[config.mk]
export PLATFORM = sky130hd
export DESIGN_NAME = imm_operand_encoder
export DESIGN_NICKNAME = d
export VERILOG_FILES = /design/src/rtl/operand_enc_pkg.sv /design/src/rtl/rot_candidate_check.sv /design/src/rtl/imm_operand_encoder.sv
export SDC_FILE = /design/constraint.sdc
export NUM_CORES = 1
export LEC_CHECK = 0
export ABC_AREA = 1
export BUFFER_PORTS_ARGS = -buffer_cell sky130_fd_sc_hd__buf_2
export CORE_MARGIN = 1
export CORE_UTILIZATION = 55
export DETAILED_ROUTE_END_ITERATION = 16
export PLACE_DENSITY_LB_ADDON = 0.1
export SLEW_MARGIN = 15
export SYNTH_ARGS = -nofsm -noshare
export SYNTH_HDL_FRONTEND = slang
export SYNTH_SLANG_ARGS = --single-unit
[constraint.sdc]
create_clock -name clk -period 2.7 [get_ports clk]
set_input_delay 0.54 -clock clk [delete_from_list [all_inputs] [get_ports clk]]
set_output_delay 0.54 -clock clk [all_outputs]
set_load 0.02 [all_outputs]
[src/rtl/operand_enc_pkg.sv]
// Shared constants, FSM encoding and rotate helper for the ARM
// immediate operand encoder (imm_operand_encoder).
package operand_enc_pkg;

    localparam int ROT_STEPS = 16;
    localparam int IMM_W     = 8;
    localparam int ROT_W     = 4;
    localparam int SHOP_W    = 12;

    localparam logic [1:0] ST_IDLE   = 2'd0;
    localparam logic [1:0] ST_SEARCH = 2'd1;
    localparam logic [1:0] ST_DONE   = 2'd2;

    typedef struct packed {
        logic             hit;
        logic [ROT_W-1:0] rot;
        logic [IMM_W-1:0] imm8;
    } enc_pick_t;

    // 32-bit rotate left by 2*r, taken from the top half of a doubled word.
    function automatic logic [31:0] rol32(
        input logic [31:0]      v,
        input logic [ROT_W-1:0] r
    );
        logic [63:0] w_dbl;
        w_dbl = {v, v} << {r, 1'b0};
        return w_dbl[63:32];
    endfunction

endpackage

[src/rtl/rot_candidate_check.sv]
// One rotation candidate: does ROL(value, 2r) fit in the low 8 bits?
// Purely combinational; the top instantiates one per tested rotation.
module rot_candidate_check
    import operand_enc_pkg::*;
(
    input  logic [31:0]      value,
    input  logic [ROT_W-1:0] r,
    output logic             fit,
    output logic [IMM_W-1:0] imm8
);

    logic [31:0] w_cand;

    assign w_cand = rol32(value, r);
    assign fit    = (w_cand[31:IMM_W] == '0);
    assign imm8   = w_cand[IMM_W-1:0];

endmodule

[src/rtl/imm_operand_encoder.sv]
// Iterative search for the ARM {rotate, imm8} encoding of a constant.
// Define OPENC_INVERT_EN to also search ~value and expose the invert port.
module imm_operand_encoder
    import operand_enc_pkg::*;
#(
    parameter int CANDS_PER_CYCLE = 1
) (
    input  logic              clk,
    input  logic              rst_n,
    input  logic              in_valid,
    output logic              in_ready,
    input  logic [31:0]       value,
    output logic              out_valid,
    input  logic              out_ready,
    output logic              found,
    output logic [SHOP_W-1:0] shift_operand
`ifdef OPENC_INVERT_EN
    ,
    output logic              invert
`endif
);

    localparam logic [ROT_W-1:0] STEP   = ROT_W'(CANDS_PER_CYCLE);
    localparam logic [ROT_W-1:0] LAST_K = ROT_W'(ROT_STEPS - CANDS_PER_CYCLE);

    logic [1:0]        r_state;
    logic [31:0]       r_value_q;
    logic [ROT_W-1:0]  r_cnt;
    logic              r_found;
    logic [SHOP_W-1:0] r_shop;

    logic [ROT_W-1:0]           w_rot  [CANDS_PER_CYCLE];
    logic [CANDS_PER_CYCLE-1:0] w_dfit;
    logic [IMM_W-1:0]           w_dimm [CANDS_PER_CYCLE];
    enc_pick_t                  w_pick;
    logic                       w_last;

`ifdef OPENC_INVERT_EN
    logic                       r_inv;
    logic [31:0]                w_value_n;
    logic [CANDS_PER_CYCLE-1:0] w_ifit;
    logic [IMM_W-1:0]           w_iimm [CANDS_PER_CYCLE];
    logic                       w_pick_inv;

    assign w_value_n = ~r_value_q;
`endif

    // Rotations within a step never wrap: the counter advances in
    // multiples of CANDS_PER_CYCLE, which divides ROT_STEPS.
    for (genvar g = 0; g < CANDS_PER_CYCLE; g++) begin : g_cand
        assign w_rot[g] = r_cnt + ROT_W'(g);

        rot_candidate_check u_dir (
            .value (r_value_q),
            .r     (w_rot[g]),
            .fit   (w_dfit[g]),
            .imm8  (w_dimm[g])
        );

`ifdef OPENC_INVERT_EN
        rot_candidate_check u_inv (
            .value (w_value_n),
            .r     (w_rot[g]),
            .fit   (w_ifit[g]),
            .imm8  (w_iimm[g])
        );
`endif
    end

    // Walk from the highest slot down so the lowest rotation wins,
    // and a direct fit overrides an inverted fit at the same slot.
    always_comb begin
        w_pick = '0;
`ifdef OPENC_INVERT_EN
        w_pick_inv = 1'b0;
`endif
        for (int i = CANDS_PER_CYCLE - 1; i >= 0; i--) begin
`ifdef OPENC_INVERT_EN
            if (w_ifit[i]) begin
                w_pick     = '{hit: 1'b1, rot: w_rot[i], imm8: w_iimm[i]};
                w_pick_inv = 1'b1;
            end
`endif
            if (w_dfit[i]) begin
                w_pick = '{hit: 1'b1, rot: w_rot[i], imm8: w_dimm[i]};
`ifdef OPENC_INVERT_EN
                w_pick_inv = 1'b0;
`endif
            end
        end
    end

    assign w_last = (r_cnt == LAST_K);

    always_ff @(posedge clk or negedge rst_n) begin
        if (!rst_n) begin
            r_state   <= ST_IDLE;
            r_value_q <= '0;
            r_cnt     <= '0;
            r_found   <= 1'b0;
            r_shop    <= '0;
`ifdef OPENC_INVERT_EN
            r_inv     <= 1'b0;
`endif
        end else begin
            case (r_state)
                ST_IDLE: begin
                    if (in_valid) begin
                        r_value_q <= value;
                        r_cnt     <= '0;
                        r_state   <= ST_SEARCH;
                    end
                end
                ST_SEARCH: begin
                    if (w_pick.hit) begin
                        r_found <= 1'b1;
                        r_shop  <= {w_pick.rot, w_pick.imm8};
`ifdef OPENC_INVERT_EN
                        r_inv   <= w_pick_inv;
`endif
                        r_cnt   <= '0;
                        r_state <= ST_DONE;
                    end else if (w_last) begin
                        r_found <= 1'b0;
                        r_shop  <= '0;
`ifdef OPENC_INVERT_EN
                        r_inv   <= 1'b0;
`endif
                        r_cnt   <= '0;
                        r_state <= ST_DONE;
                    end else begin
                        r_cnt <= r_cnt + STEP;
                    end
                end
                ST_DONE: begin
                    if (out_ready) begin
                        r_state <= ST_IDLE;
                    end
                end
                default: begin
                    r_state <= ST_IDLE;
                end
            endcase
        end
    end

    assign in_ready      = (r_state == ST_IDLE);
    assign out_valid     = (r_state == ST_DONE);
    assign found         = r_found;
    assign shift_operand = r_shop;
`ifdef OPENC_INVERT_EN
    assign invert        = r_inv;
`endif

endmodule
==> metrics, run 1 <==
Root Driver clkbuf_8; DR iter-0 viols 347; DRC errors left 0; I/O Buffers 50; unrepaired setup endpoints after global routing no; sequential cell area fraction in the yosys report 36.0%; CTS Buffer Depth 2; Clock transition at path regs 0.10 ns; cell count after synthesis 565; Max Fclk 0.421 GHz; wire per inst 14.1 um; Critical Path End Type register; site row count 28; maximum resistive drop on vdd 0.00124 V; antenna violations before repair 0; Final Cell Area 3860 sq um; CTS sink cnt 51; CP most frequent cell nand2_1; drt total wl 9.53 mm; CTS tree done; final slew viol count 0; minimum clock period 2.37 ns; yosys warns 0; Critical Path RT 2.95 ns; placed inst area 3780 sq um; GP Congestion 1.01; Leak Pwr 2.22 nW; largest net degree at the start of global routing 52; Worst Tran Pin Value 0.634 ns; diode count 0; fin nets 635; # fillers 588; Async S/R FF share, synth 100%; CP Cell Sequence clkinv_2 > nand3_1 > nand3_1 > o21ai_1 > nor2_1 > nand2_1 > nand2_1 > nand2_1 > nor2_2 > nand4_1 > nand2_1; Top FF cell, synth dfrtp_1; dpl hpwl 7.19 mm; hold slack 0.303 ns; setup TNS 0 ns; first-pass GRT wire length 15.4 mm; status finished clean; I/O pin total 51; Initial Util 58.5%; Worst Setup Start Kind register; max_cap viols 0; post-CTS resize count 0; post-synth top area cell dfrtp_1; Synth Net Count 602; type of the most critical hold path in -> async; CTS Buf Count 5; Vias 3762; DR pass1 iterations 9; Max-slew headroom 57.7%; Die ar. 6770 sq um; Max H-tree Level 2; PwrDens 1290 nW/um^2; layout cells sized above 1 13.2%; Synth area leaders dfrtp_1 36%, nand2_1 30%, nand3_1 15%, nand4_1 2.8%, nor2_1 2.6%; Setup Skew 0.00943 ns; Critical Path AT 2.62 ns; Syn Area/Cell 6.28 sq um; Area growth, synth to finish 8.96%; final setup fails 0; Yosys cell types 28; Fin. Hold Viols 0; gr usage total 30.2%; die width 82.3 um; fin crit share 87.9%; Worst Setup Path Type reg -> reg; crit path max fanout 34; top cell type's share of synthesized area 36.0%; EDFF count, synth 0; slowest CP cell dfrtp_1; Post-DRT Antenna Nets 0; core area 6060 sq um; Chip Height 82.3 um; drt via density 5.58; Remaining Overflow, GRT 0; synthesized area 3550 sq um; Clk Latency, worst-skew pair 0.31 ns; vias in the first global route 3318; Post-CTS Hold Buffers 0; Yosys reg bits 51; critical path's largest stage delay 0.42 ns; Post-CTS Setup Inserts 0
## routing by layer
layer  track usage [%]  vias up  routed length [um]
met5                 0        -                   0
met4              14.0        0                 345
met3              3.30       34                 399
met2              50.1      142                4420
met1              39.4     1698                4370
li1                  -     1888                   -
## cells in the final DEF (no fill, tap or decap), drive strengths merged
| cell type | count |
|---|---|
| dfrtp | 51 |
| nand3 | 105 |
| inv | 14 |
| a21oi | 5 |
| ha | 1 |
| a31oi | 3 |
| nand3b | 1 |
| clkinv | 2 |
| buf | 60 |
| o21ai | 13 |
| nor4 | 1 |
| clkinvlp | 1 |
| xor2 | 2 |
| nor2 | 27 |
| clkbuf | 6 |
| nand2 | 291 |
| nand4 | 16 |
## synthesized netlist by cell type, types with 2 or more instances
cell,count
buf_1,2
xor2_1,2
nand2_1,288
a31oi_1,3
nand2_2,2
buf_4,6
buf_6,5
dfrtp_1,51
buf_2,9
inv_1,11
nand3_1,103
nor2_2,2
a21oi_1,5
inv_2,2
clkbuf_1,12
nand4_1,16
o21ai_0,9
o21ai_1,3
nor2_1,25
## kinds of logic (layout without fill, tap and decap cells)
family                     after synthesis  count (layout)  synth area share (%)
DFF                                     51              51                  36.0
and+or+nand+nor                        441             441                  52.7
xor gates and xnor gates                 2               2                 0.494
AOI/OAI and AO/OA                       21              21                  3.18
adders and majority gates                1               1                 0.353
buffers and inverters                   49              83                  7.30
## flip-flops by register name (all words and copies together) (netlist names)
signal         cells
r_cnt              4
r_state            2
shift_operand     12
r_value_q         32
found              1
## area by class of cell
type,instances,area [sq um],share of cell area (%)
inverters,15,60.1,1.55
well taps,75,93.8,2.43
repair buffers,60,338,8.74
multi-input cells,465,2010,52.0
clock inverters,2,12.5,0.324
clock buffers,6,72.6,1.88
flip-flops and latches,51,1280,33.0
## worst max-delay path, delay by kind of cell (launching register included)
kind,cells,cell delay [ns]
buffers and inverters,1,0.33
flip-flops,1,0.42
AO/OA/AOI/OAI,1,0.13
AND/OR/NAND/NOR,9,1.40
## worst paths after layout
path / startpoint / end / slack [ns] / cells after the start
max: r_cnt[1] / shift_operand[5] / 0.33 / 11
min: rst_n / r_value_q[19] / 0.30 / 2
max reg2reg: r_cnt[1] / shift_operand[5] / 0.33 / 11
min reg2reg: shift_operand[5] / shift_operand[5] / 0.47 / 2
max in group asynchronous: rst_n / shift_operand[4] / 1.94 / 2
min in group clk: out_ready / r_state[1] / 0.39 / 2
## through the flow
| step | power [mW] | std cells | util (%) | setup WS (ns) |
|---|---|---|---|---|
| after floorplan | 3.77 | 565 | - | 0.798 |
| after global placement | 4.44 | 666 | 62.3 | 0.413 |
| after detailed placement | 4.49 | 666 | 62.3 | 0.390 |
| after CTS | 4.93 | 674 | 63.7 | 0.367 |
| after global routing | 5.47 | 674 | 63.7 | 0.0850 |
| final | 4.98 | 674 | 63.7 | 0.325 |
## power breakdown
| part | switching [mW] | total, mW | internal, mW | leakage [nW] |
|---|---|---|---|---|
| registers | 0.218 | 1.24 | 1.02 | 0.654 |
| logic | 2.26 | 3.30 | 1.03 | 1.53 |
| clock network | 0.257 | 0.439 | 0.182 | 0.0412 |
| total | 2.74 | 4.98 | 2.24 | 2.22 |
Power figures use the tool's default switching activity.
==> run 2: changes to the inputs <==
- CELL_PAD_IN_SITES_DETAIL_PLACEMENT: not set -> 1
- CELL_PAD_IN_SITES_GLOBAL_PLACEMENT: not set -> 1
- CORE_UTILIZATION: 55 -> 40
==> metrics, run 2 (synthesized netlist as in run 1, its figures left out) <==
Place WS 0.276 ns; final setup fails 0; GP Congestion 0.906; I/O pin total 51; maximum resistive drop on vdd 0.000417 V; DR iter-0 viols 172; site row count 33; unrepaired setup endpoints after global routing no; Max H-tree Level 2; Total Power 5.14 mW; first-pass GRT wire length 18.5 mm; vias in the first global route 3734; Clk pwr share 9.4%; max reg flops 32; gr usage total 26.1%; Reg with most FFs r_value_q; CTS Buffer Depth 2; Clk Latency, worst-skew pair 0.31 ns; DR pass1 iterations 4; minimum clock period 2.42 ns; type of the most critical hold path in -> async; Worst Setup Start Kind register; setup TNS 0 ns; Clock transition at path regs 0.10 ns; Remaining Overflow, GRT 0; total internal power 2.29 mW; Critical Path RT 2.94 ns; Critical Path End Type register; CTS Buf Count 5; DRC errors left 0; Worst Setup Path Type reg -> reg; switching power share of the total 55.4%; post-CTS resize count 0; hold slack 0.150 ns; PwrDens 1310 nW/um^2; fin nets 635; status finished clean; diode count 0; largest net degree at the start of global routing 37; Comb power frac 66.0%; placed inst area 3830 sq um; max_cap viols 0; drt via density 5.28; I/O Buffers 50; Max-slew headroom 71.1%; commonest cells after routing, fill and taps aside 288 x nand2_1, 103 x nand3_1, 51 x dfrtp_1; Max Fclk 0.413 GHz; drt total wl 10.9 mm; Post-CTS Setup Inserts 0; Die ar. 9240 sq um; Vias 3715; Chip Height 96.2 um; worst setup margin 0.278 ns; Worst Tran Pin Value 0.433 ns; Critical Path AT 2.67 ns; dpl hpwl 8.54 mm; commonest non-fill, non-tap cell in the layout nand2_1; Final Cell Area 3930 sq um; final slew viol count 0; Setup Skew 0.0118 ns; crit path max fanout 36; sequential share of power 24.6%; Root Driver clkbuf_8; core area 8380 sq um; Post-DRT Antenna Nets 0; Fin. Hold Viols 0; Initial Util 42.3%; fin crit share 89.7%; CTS tree done; CTS sink cnt 51; Leak Pwr 2.23 nW; layout cells sized above 1 13.4%; reg2reg setup slack 0.28 ns; Post-CTS Hold Buffers 0; die width 96.2 um; P_sw 2.85 mW; wire per inst 15.5 um; antenna violations before repair 0; Area growth, synth to finish 10.8%
## run 2: stage by stage
step                std cells  utilization, %
finish                    704            46.9
global route              704            46.9
CTS                       704            46.9
detailed placement        696            45.7
global placement          696            45.7
floorplan                 565               -
## run 2: final timing paths
check                            startpoint          endpoint  cells past startpoint
max                                r_cnt[0]  shift_operand[5]                     16
min                                   rst_n        r_state[1]                      1
min in group clk                  out_ready        r_state[1]                      2
min reg2reg                shift_operand[0]  shift_operand[0]                      2
max reg2reg                        r_cnt[0]  shift_operand[5]                     16
max in group asynchronous             rst_n      r_value_q[0]                      2
## run 2: per-layer routing
| layer | routed length (um) | vias up | global-route usage (%) | share of wire [%] |
|---|---|---|---|---|
| met2 | 5320 | 71 | 46.3 | 49 |
| met4 | 159 | 0 | 6.59 | 1.5 |
| met3 | 347 | 11 | 2.84 | 3.2 |
| li1 | - | 1888 | - | - |
| met5 | 0 | - | 0 | 0 |
| met1 | 5070 | 1745 | 33.5 | 46 |
## run 2: power groups by stage
stage | logic, mW | clock network, mW | registers (mW)
finish | 3.39 | 0.482 | 1.27
global route | 3.89 | 0.524 | 1.30
CTS | 3.39 | 0.505 | 1.27
detailed placement | 3.37 | 0 | 1.28
global placement | 3.28 | 0 | 1.27
floorplan | 2.59 | 0 | 1.18
## run 2: worst max-delay path, stage by stage (launching register included)
cell	delay, ns
dfrtp_1	0.41
buf_12	0.18
inv_4	0.28
nand2_1	0.14
nand3_1	0.11
nand2_1	0.10
nand2_1	0.08
nor2_1	0.05
nor2_1	0.15
inv_1	0.06
nand3_1	0.08
nand2_2	0.18
nand3_4	0.16
nand2_2	0.08
nand2_4	0.15
nand2_1	0.08
nand2_1	0.06
## run 2: final cells by class
cell class	count	area (sq um)
clock buffer	6	82.6
sequential	51	1280
tap	105	131
clock inverter	2	16.3
fill	1159	4450
timing repair buffer	60	350
multi-input combinational	465	2010
inverter	15	60.1
